### src/rtl/mem_arbiter_if.sv
// rtl/mem_arbiter_if.sv - CPU/DMA request ports and memory bus of the arbiter
interface mem_arbiter_if #(
  parameter int AW = 32,
  parameter int DW = 32
);
  logic          c_req;
  logic          c_we;
  logic [AW-1:0] c_addr;
  logic [DW-1:0] c_wdata;
  logic [DW-1:0] c_rdata;
  logic          c_ack;
  logic          c_err;

  logic          d_req;
  logic          d_we;
  logic [AW-1:0] d_addr;
  logic [DW-1:0] d_wdata;
  logic [DW-1:0] d_rdata;
  logic          d_ack;
  logic          d_err;

  logic          m_en;
  logic          m_we;
  logic [AW-1:0] m_addr;
  logic [DW-1:0] m_wdata;
  logic [DW-1:0] m_rdata;
  logic          m_ready;

  // Arbiter view: serves the two requesters and masters the memory bus.
  modport master (
    input  c_req, c_we, c_addr, c_wdata,
    output c_rdata, c_ack, c_err,
    input  d_req, d_we, d_addr, d_wdata,
    output d_rdata, d_ack, d_err,
    output m_en, m_we, m_addr, m_wdata,
    input  m_rdata, m_ready
  );

  // Environment view: requesters plus the memory responder.
  modport slave (
    output c_req, c_we, c_addr, c_wdata,
    input  c_rdata, c_ack, c_err,
    output d_req, d_we, d_addr, d_wdata,
    input  d_rdata, d_ack, d_err,
    input  m_en, m_we, m_addr, m_wdata,
    output m_rdata, m_ready
  );
endinterface

### src/rtl/mem_arbiter.sv
// rtl/mem_arbiter.sv - round-robin CPU/DMA memory arbiter with access timeout
module mem_arbiter #(
  parameter int AW = 32,
  parameter int DW = 32,
  parameter int TO = 15
) (
  input  logic          clock,
  input  logic          resetn,
  mem_arbiter_if.master bus
);

  typedef enum logic [1:0] {
    IDLE = 2'd0,
    BUSY = 2'd1,
    DONE = 2'd2
  } state_t;

  localparam logic       G_CPU = 1'b0;
  localparam logic       G_DMA = 1'b1;
  localparam logic [7:0] TO_M1 = 8'(TO - 1);

  state_t        r_state;
  state_t        w_next;
  logic [7:0]    r_cnt;
  logic          r_grant;
  logic          r_we;
  logic          r_err;
  logic [AW-1:0] r_addr;
  logic [DW-1:0] r_wdata;
  logic [DW-1:0] r_c_rdata;
  logic [DW-1:0] r_d_rdata;
  logic          w_any_req;
  logic          w_grant;
  logic          w_timeout;

  // Winner selection: a lone requester wins; on a tie the one not granted last.
  always_comb begin
    w_any_req = bus.c_req | bus.d_req;
    w_grant   = G_CPU;
    if (bus.c_req && bus.d_req) begin
      w_grant = ~r_grant;
    end else if (bus.d_req) begin
      w_grant = G_DMA;
    end
  end

  // The last BUSY cycle without m_ready is the TO-th one (counter counts from 0).
  assign w_timeout = !bus.m_ready && (r_cnt == TO_M1);

  // State register.
  always_ff @(posedge clock or negedge resetn) begin
    if (!resetn) begin
      r_state <= IDLE;
    end else begin
      r_state <= w_next;
    end
  end

  // Next-state decode; requests only matter in IDLE, m_ready only in BUSY.
  always_comb begin
    w_next = r_state;
    case (r_state)
      IDLE:    if (w_any_req) w_next = BUSY;
      BUSY:    if (bus.m_ready || w_timeout) w_next = DONE;
      DONE:    w_next = IDLE;
      default: w_next = IDLE;
    endcase
  end

  // Capture the winner's access; r_grant doubles as winner and last-granted.
  always_ff @(posedge clock or negedge resetn) begin
    if (!resetn) begin
      r_grant <= G_DMA;
      r_we    <= 1'b0;
      r_addr  <= '0;
      r_wdata <= '0;
    end else if (r_state == IDLE && w_any_req) begin
      r_grant <= w_grant;
      r_we    <= (w_grant == G_DMA) ? bus.d_we    : bus.c_we;
      r_addr  <= (w_grant == G_DMA) ? bus.d_addr  : bus.c_addr;
      r_wdata <= (w_grant == G_DMA) ? bus.d_wdata : bus.c_wdata;
    end
  end

  // Wait-cycle counter, cleared whenever the arbiter is not in BUSY.
  always_ff @(posedge clock or negedge resetn) begin
    if (!resetn) begin
      r_cnt <= '0;
    end else if (r_state != BUSY) begin
      r_cnt <= '0;
    end else if (!bus.m_ready) begin
      r_cnt <= r_cnt + 8'd1;
    end
  end

  // Latch completion status and read data at the end of BUSY.
  always_ff @(posedge clock or negedge resetn) begin
    if (!resetn) begin
      r_err     <= 1'b0;
      r_c_rdata <= '0;
      r_d_rdata <= '0;
    end else if (r_state == BUSY) begin
      if (bus.m_ready) begin
        r_err <= 1'b0;
        if (!r_we) begin
          if (r_grant == G_DMA) begin
            r_d_rdata <= bus.m_rdata;
          end else begin
            r_c_rdata <= bus.m_rdata;
          end
        end
      end else if (w_timeout) begin
        r_err <= 1'b1;
      end
    end
  end

  assign bus.m_en    = (r_state == BUSY);
  assign bus.m_we    = (r_state == BUSY) & r_we;
  assign bus.m_addr  = r_addr;
  assign bus.m_wdata = r_wdata;

  assign bus.c_ack   = (r_state == DONE) & (r_grant == G_CPU);
  assign bus.c_err   = (r_state == DONE) & (r_grant == G_CPU) & r_err;
  assign bus.d_ack   = (r_state == DONE) & (r_grant == G_DMA);
  assign bus.d_err   = (r_state == DONE) & (r_grant == G_DMA) & r_err;
  assign bus.c_rdata = r_c_rdata;
  assign bus.d_rdata = r_d_rdata;

endmodule

### src/flat_wrapper.sv
// flat-port wrapper written by rule: the top's interface ports become plain ports
module mem_arbiter_flat 
#(
  parameter int AW = 32,
  parameter int DW = 32,
  parameter int TO = 15
)
  (clock, resetn, bus_c_req, bus_c_we, bus_c_addr, bus_c_wdata, bus_c_rdata, bus_c_ack, bus_c_err, bus_d_req, bus_d_we, bus_d_addr, bus_d_wdata, bus_d_rdata, bus_d_ack, bus_d_err, bus_m_en, bus_m_we, bus_m_addr, bus_m_wdata, bus_m_rdata, bus_m_ready);
  mem_arbiter_if #(.AW(AW), .DW(DW)) bus_i ();
  input  logic clock;
  input  logic resetn;
  input wire logic [$bits(bus_i.c_req)-1:0] bus_c_req;
  input wire logic [$bits(bus_i.c_we)-1:0] bus_c_we;
  input wire logic [$bits(bus_i.c_addr)-1:0] bus_c_addr;
  input wire logic [$bits(bus_i.c_wdata)-1:0] bus_c_wdata;
  output wire logic [$bits(bus_i.c_rdata)-1:0] bus_c_rdata;
  output wire logic [$bits(bus_i.c_ack)-1:0] bus_c_ack;
  output wire logic [$bits(bus_i.c_err)-1:0] bus_c_err;
  input wire logic [$bits(bus_i.d_req)-1:0] bus_d_req;
  input wire logic [$bits(bus_i.d_we)-1:0] bus_d_we;
  input wire logic [$bits(bus_i.d_addr)-1:0] bus_d_addr;
  input wire logic [$bits(bus_i.d_wdata)-1:0] bus_d_wdata;
  output wire logic [$bits(bus_i.d_rdata)-1:0] bus_d_rdata;
  output wire logic [$bits(bus_i.d_ack)-1:0] bus_d_ack;
  output wire logic [$bits(bus_i.d_err)-1:0] bus_d_err;
  output wire logic [$bits(bus_i.m_en)-1:0] bus_m_en;
  output wire logic [$bits(bus_i.m_we)-1:0] bus_m_we;
  output wire logic [$bits(bus_i.m_addr)-1:0] bus_m_addr;
  output wire logic [$bits(bus_i.m_wdata)-1:0] bus_m_wdata;
  input wire logic [$bits(bus_i.m_rdata)-1:0] bus_m_rdata;
  input wire logic [$bits(bus_i.m_ready)-1:0] bus_m_ready;
  assign bus_i.c_req = bus_c_req;
  assign bus_i.c_we = bus_c_we;
  assign bus_i.c_addr = bus_c_addr;
  assign bus_i.c_wdata = bus_c_wdata;
  assign bus_c_rdata = bus_i.c_rdata;
  assign bus_c_ack = bus_i.c_ack;
  assign bus_c_err = bus_i.c_err;
  assign bus_i.d_req = bus_d_req;
  assign bus_i.d_we = bus_d_we;
  assign bus_i.d_addr = bus_d_addr;
  assign bus_i.d_wdata = bus_d_wdata;
  assign bus_d_rdata = bus_i.d_rdata;
  assign bus_d_ack = bus_i.d_ack;
  assign bus_d_err = bus_i.d_err;
  assign bus_m_en = bus_i.m_en;
  assign bus_m_we = bus_i.m_we;
  assign bus_m_addr = bus_i.m_addr;
  assign bus_m_wdata = bus_i.m_wdata;
  assign bus_i.m_rdata = bus_m_rdata;
  assign bus_i.m_ready = bus_m_ready;
  mem_arbiter #(.AW(AW), .DW(DW), .TO(TO)) u_core (.clock(clock), .resetn(resetn), .bus(bus_i));
endmodule
### config.mk
export PLATFORM = sky130hd
export DESIGN_NAME = mem_arbiter_flat
export DESIGN_NICKNAME = d
export VERILOG_FILES = /design/src/rtl/mem_arbiter_if.sv /design/src/rtl/mem_arbiter.sv /design/src/flat_wrapper.sv
export SDC_FILE = /design/constraint.sdc
export NUM_CORES = 1
export LEC_CHECK = 0
export CAP_MARGIN = 40
export CORE_MARGIN = 2
export CORE_UTILIZATION = 30
export CTS_CLUSTER_DIAMETER = 100
export DETAILED_ROUTE_END_ITERATION = 6
export DONT_BUFFER_PORTS = 1
export PLACE_DENSITY = 0.5
export SKIP_LAST_GASP = 1
export SYNTH_ARGS = -nofsm -noshare
export SYNTH_HDL_FRONTEND = slang
export SYNTH_SLANG_ARGS = --single-unit
### constraint.sdc
create_clock -name clock -period 1.7 [get_ports clock]
set_input_delay 0.17 -clock clock [delete_from_list [all_inputs] [get_ports clock]]
set_output_delay 0.17 -clock clock [all_outputs]
set_load 0.02 [all_outputs]
[Yosys cells after proc, flatten, opt, wreduce, memory -nomap -nowiden]
Cells that the tools add are included.
Operators by class
  div/mod/pow operators: 0
  $add $sub $neg: 1
  shifts and indexed selects: 0
  reductions and logical operators: 11
  equal/unequal tests: 7
  multipliers: 0
  multiplexer cells: 12
  bitwise logic cells: 8
  order comparisons: 0
Operators by type and width (number)
  $mux W32: 2
  $mux W8: 2
  $add A8 B1 Y8 const B: 1
  $eq A8 B4 Y1 const B: 1
  $ne A2 B1 Y1 const B: 4
  $reduce_and A4 Y1: 2
  $and A1 B1 Y1: 5
  $mux W1: 5
  $mux W2: 2
  $pmux W2 S2: 1
  $reduce_and A2 Y1: 2
  $logic_and A1 B1 Y1: 3
  $eq A2 B1 Y1 const B: 1
  $eq A2 B2 Y1 const B: 1
  $logic_not A2 Y1: 1
  $not A1 Y1: 2
  $reduce_bool A2 Y1: 1
  $logic_not A1 Y1: 1
  $logic_or A1 B1 Y1: 1
  $or A1 B1 Y1: 1
Word-level totals
  logic and storage cells: 48
  input port bits: 167
  memory bits (read-only): 0
  output and inout port bits: 134
  memories: 0
  latch bits: 0
  register bits after elaboration: 141
  bits in writable memories: 0

[Longest topological paths before layout]
  depth in word-level cells: 5
  gate-level depth with buffers: 6
  gate-level depth less buffers: 5

[Least setup slack after synthesis]
No wires, ideal clock.
  kind: register to register
  from: register u_core.r_state[0]
  to: register u_core.r_addr[0] (netlist: u_core.bus.m_addr[0])
  setup slack: 33 ps
  data required time: 1575 ps
  cell stages (with the launch flop): 6
  buffers on the path: 2
  arrival: 1543 ps
  period minus slack after synthesis: 1667 ps
  cells stage by stage: dfrtp_1 > or2_2 > nor2_1 > buf_4 > buf_4 > mux2_2
Between the ends
  word-level cells in the longest chain between the ends: 2
Ends and longest elaborated chain
  start: declaration: RTL line mem_arbiter.sv:22  | state_t r_state;
  start signal: assignment: RTL line mem_arbiter.sv:55  | r_state <= w_next;
  $logic_not A2 Y1: RTL line mem_arbiter.sv:77  | end else if (r_state == IDLE && w_any_req) begin
  $logic_and A1 B1 Y1: RTL line mem_arbiter.sv:77
  end signal: assignment: RTL line mem_arbiter.sv:80  | r_addr <= (w_grant == G_DMA) ? bus.d_addr : bus.c_addr;
  end: declaration: RTL line mem_arbiter.sv:28  | logic [AW-1:0] r_addr;
No other way between the ends.
A chain may end at the register's enable or synchronous reset.

[Worst setup path in the final report]
  from: register u_core.r_state[1]
  to: register u_core.r_d_rdata[15] (netlist: u_core.bus.d_rdata[15])
Between the ends
  word-level cells in the longest chain between the ends: 2
Ends and longest elaborated chain
  $eq A2 B1 Y1: RTL line mem_arbiter.sv:102  | end else if (r_state == BUSY) begin
  $reduce_and A4 Y1 (no line)
  end signal: assignment: RTL line mem_arbiter.sv:107  | r_d_rdata <= bus.m_rdata;
  end: declaration: RTL line mem_arbiter.sv:31  | logic [DW-1:0] r_d_rdata;
No other way between the ends.

==> flow_metrics.tcl <==
set metrics [dict create \
    fmax_ghz 0.592 \
    violations "hold timing" \
    grt_pass1_vias 4040 \
    worstPathCellList "nand3b_4 -> or3b_4 -> clkbuf_16 -> mux2_4" \
    fp.dieW_um 149 \
    cp-endpoint "u_core.bus.d_rdata[15]" \
    pin_count 301 \
    cts_buffers 17 \
    syn_nets 579 \
    final_util_pct 38.2 \
    grt_use_total_pct 13.0 \
    vias_per_cell 4.69 \
    drt_iter0_drc 104 \
    grt_pass1_wl_um 22300 \
    hold-worst-slack_ns -0.567 \
    place_area_um2 6740 \
    yosysTopAreaCellShare_pct 55.2 \
    final_cell_area_um2 7990 \
    skew_ns 0.0121 \
    crit_path_top_delay_cell "or3b_4" \
    max_cap_violations 0 \
    period_share_pct 99.3 \
    routed_wl_um 14700 \
    r2r_slack_ns 0.01 \
    synthesis.area_um2 6350 \
    synth_top_area_cell "dfrtp_1" \
    rows 53 \
    die_area_um2 22300 \
    ys_ff_latch 141 \
    end_kind "flop" \
    die_h_um 149 \
    avgSynthCellArea_um2 15.5 \
    gp_congestion 0.737 \
    reg2reg_from "u_core.r_state[1]" \
    rsz0062_at_grt "yes" \
    vdd_drop_max_uv 665 \
    rr_worst_depth 4 \
    critical_path_class "flop to flop" \
    grt.overflow.total 0 \
    max_stage_delay_ns 0.48 \
    synth.distinct_cells 37 \
    timing.rr.end "u_core.bus.d_rdata[15]" \
    drive_above_1_share_pct 55.0 \
    synth_commonest_cells "mux2_2, dfrtp_1, mux2_4, buf_2, buf_6" \
    cts-root-buf "clkbuf_16" \
    fin_tns_setup_ns 0 \
    fin_nets 647 \
    clk_latency_ns 0.43 \
    syn_inst 410 \
    yosys_warnings 0 \
    synthTopCellsByArea "dfrtp_1, mux2_2, mux2_4" \
    final_hold_viol_count 141 \
    synth_edf_count 0 \
    place_hpwl_um 9650 \
    finalCriticalPeriod_ns 1.69 \
    synth_ff_type "dfrtp_1" \
    path_clk_slew_ns 0.07 \
    final-setup-viol-count 0 \
    worstPathArrival_ns 2.00 \
    yosysMostFrequentCell "mux2_2" \
    io_buffers 0 \
    route.detailed.drc 0 \
    postRouteAntennaNets 0 \
    drv_slew 0 \
    async_flop_share_pct 100 \
    cts.path.max_buffers 2 \
    ys_seq_area_share_pct 55.6 \
    cts_tree "done" \
    fp.coreArea_um2 20900 \
    drtPass1Iterations 5 \
    areaGrowthSynthToFinish_pct 25.8 \
    start_util_pct 30.4 \
    leakage_nw 3.42 \
    via_count 3593 \
    n_antenna_cell 0 \
    grt_max_degree 142 \
    htreeDepth 4 \
    antenna_found_initial 0 \
    setup.worst_path.start "u_core.r_state[1]" \
    slew_headroom_pct 78.3 \
    worst-path-max-fanout 8 \
    hp-class "primary input to async pin" \
    p_per_area_nw_per_um2 1980 \
    worst_pin_slew_ns 0.321 \
    worstSetupStartpointType "flop" \
    numClockSinks 141 \
    worstPathRequired_ns 2.01 \
    status "finished with violations" \
    wl_per_cell_um 19.2 \
]
## worst max-delay path: cells and delay by family, from the launching register on
family                 cells  cell delay [ns]
buffers and inverters      1             0.22
muxes                      1             0.30
DFF                        1             0.39
and+or+nand+nor            2             0.66
## logic make-up after synthesis
| group | count (synthesis) | share of synthesized area, % |
|---|---|---|
| AOI/OAI and AO/OA | 16 | 1.60 |
| xor gates and xnor gates | 2 | 0.276 |
| adders and majority gates | 2 | 0.394 |
| buffers and inverters | 26 | 2.86 |
| DFF | 141 | 55.6 |
| muxes | 195 | 36.4 |
| and+or+nand+nor | 28 | 2.94 |
## cell usage in the layout, fill, tap and decap left out, drive strengths merged, types with 2 or more instances in the layout
| cell type | count |
|---|---|
| clkinv | 4 |
| nor2 | 6 |
| o21ai | 5 |
| nand3b | 2 |
| ha | 2 |
| and2 | 3 |
| buf | 25 |
| clkbuf | 20 |
| mux2 | 195 |
| dlygate4sd3 | 44 |
| a21oi | 5 |
| inv | 12 |
| xor2 | 2 |
| clkinvlp | 2 |
| nand2b | 3 |
| or3 | 3 |
| nor3 | 2 |
| dfrtp | 140 |
## power breakdown
part | leakage [nW] | internal [mW] | switching (mW)
Combinational | 1.45 | 2.69 | 1.40
Sequential | 1.69 | 4.98 | 3.14
Clock | 0.276 | 1.95 | 1.65
Total | 3.42 | 9.61 | 6.20
## per-stage QoR
step           hold WS (ns)  power (mW)  cells  setup WS [ns]
2_1_floorplan        -0.126        10.8    410         0.0325
3_3_place_gp         -0.123        11.7    681        -0.0318
3_5_place_dp         -0.123        11.9    681        -0.0508
4_1_cts              -0.589        16.0    762        -0.0368
5_1_grt              -0.596        16.7    766        -0.0470
6_report             -0.567        15.8    766         0.0122
## sequential cells by signal (all words and copies together), names as in the netlist
signal	count
u_core.r_err	1
u_core.bus.c_rdata	32
u_core.r_we	1
u_core.r_cnt	8
u_core.r_state	2
u_core.bus.d_rdata	32
u_core.bus.m_wdata	32
u_core.r_grant	1
u_core.bus.m_addr	32
## worst min-delay path by stage
stage                      start  cells past startpoint                     end
after floorplan           resetn                      0   u_core.bus.c_rdata[0]
after global placement    resetn                      0  u_core.bus.d_rdata[24]
after detailed placement  resetn                      0  u_core.bus.c_rdata[24]
after CTS                 resetn                      0  u_core.bus.c_rdata[24]
after global routing      resetn                      0  u_core.bus.c_rdata[24]
final                     resetn                      0  u_core.bus.c_rdata[24]
## per-layer routing
layer / routed length (µm) / vias up / GRT usage (%)
li1: - / 1612 / -
met1: 5730 / 1808 / 15.1
met2: 7730 / 165 / 22.2
met3: 1130 / 8 / 4.70
met4: 108 / 0 / 4.14
met5: 0 / - / 0
## repair_timing
item,in CTS,in global routing
setup buffers,3,1
endpoints found under the hold margin,214,142
setup endpoints to repair,79,98
cloned,3,3
hold buffers,43,1
resized for setup,11,7
pin swaps,1,6
## area by class of cell
cell class                 instances  area [µm²]
multi-input combinational        243        2690
fill                            1965       12900
timing repair buffer              72         842
clock buffer                      17         425
clock inverter                    15         146
tap                              275         344
sequential                       141        3530
inverter                           3        11.3
Power figures use the tool's default switching activity.
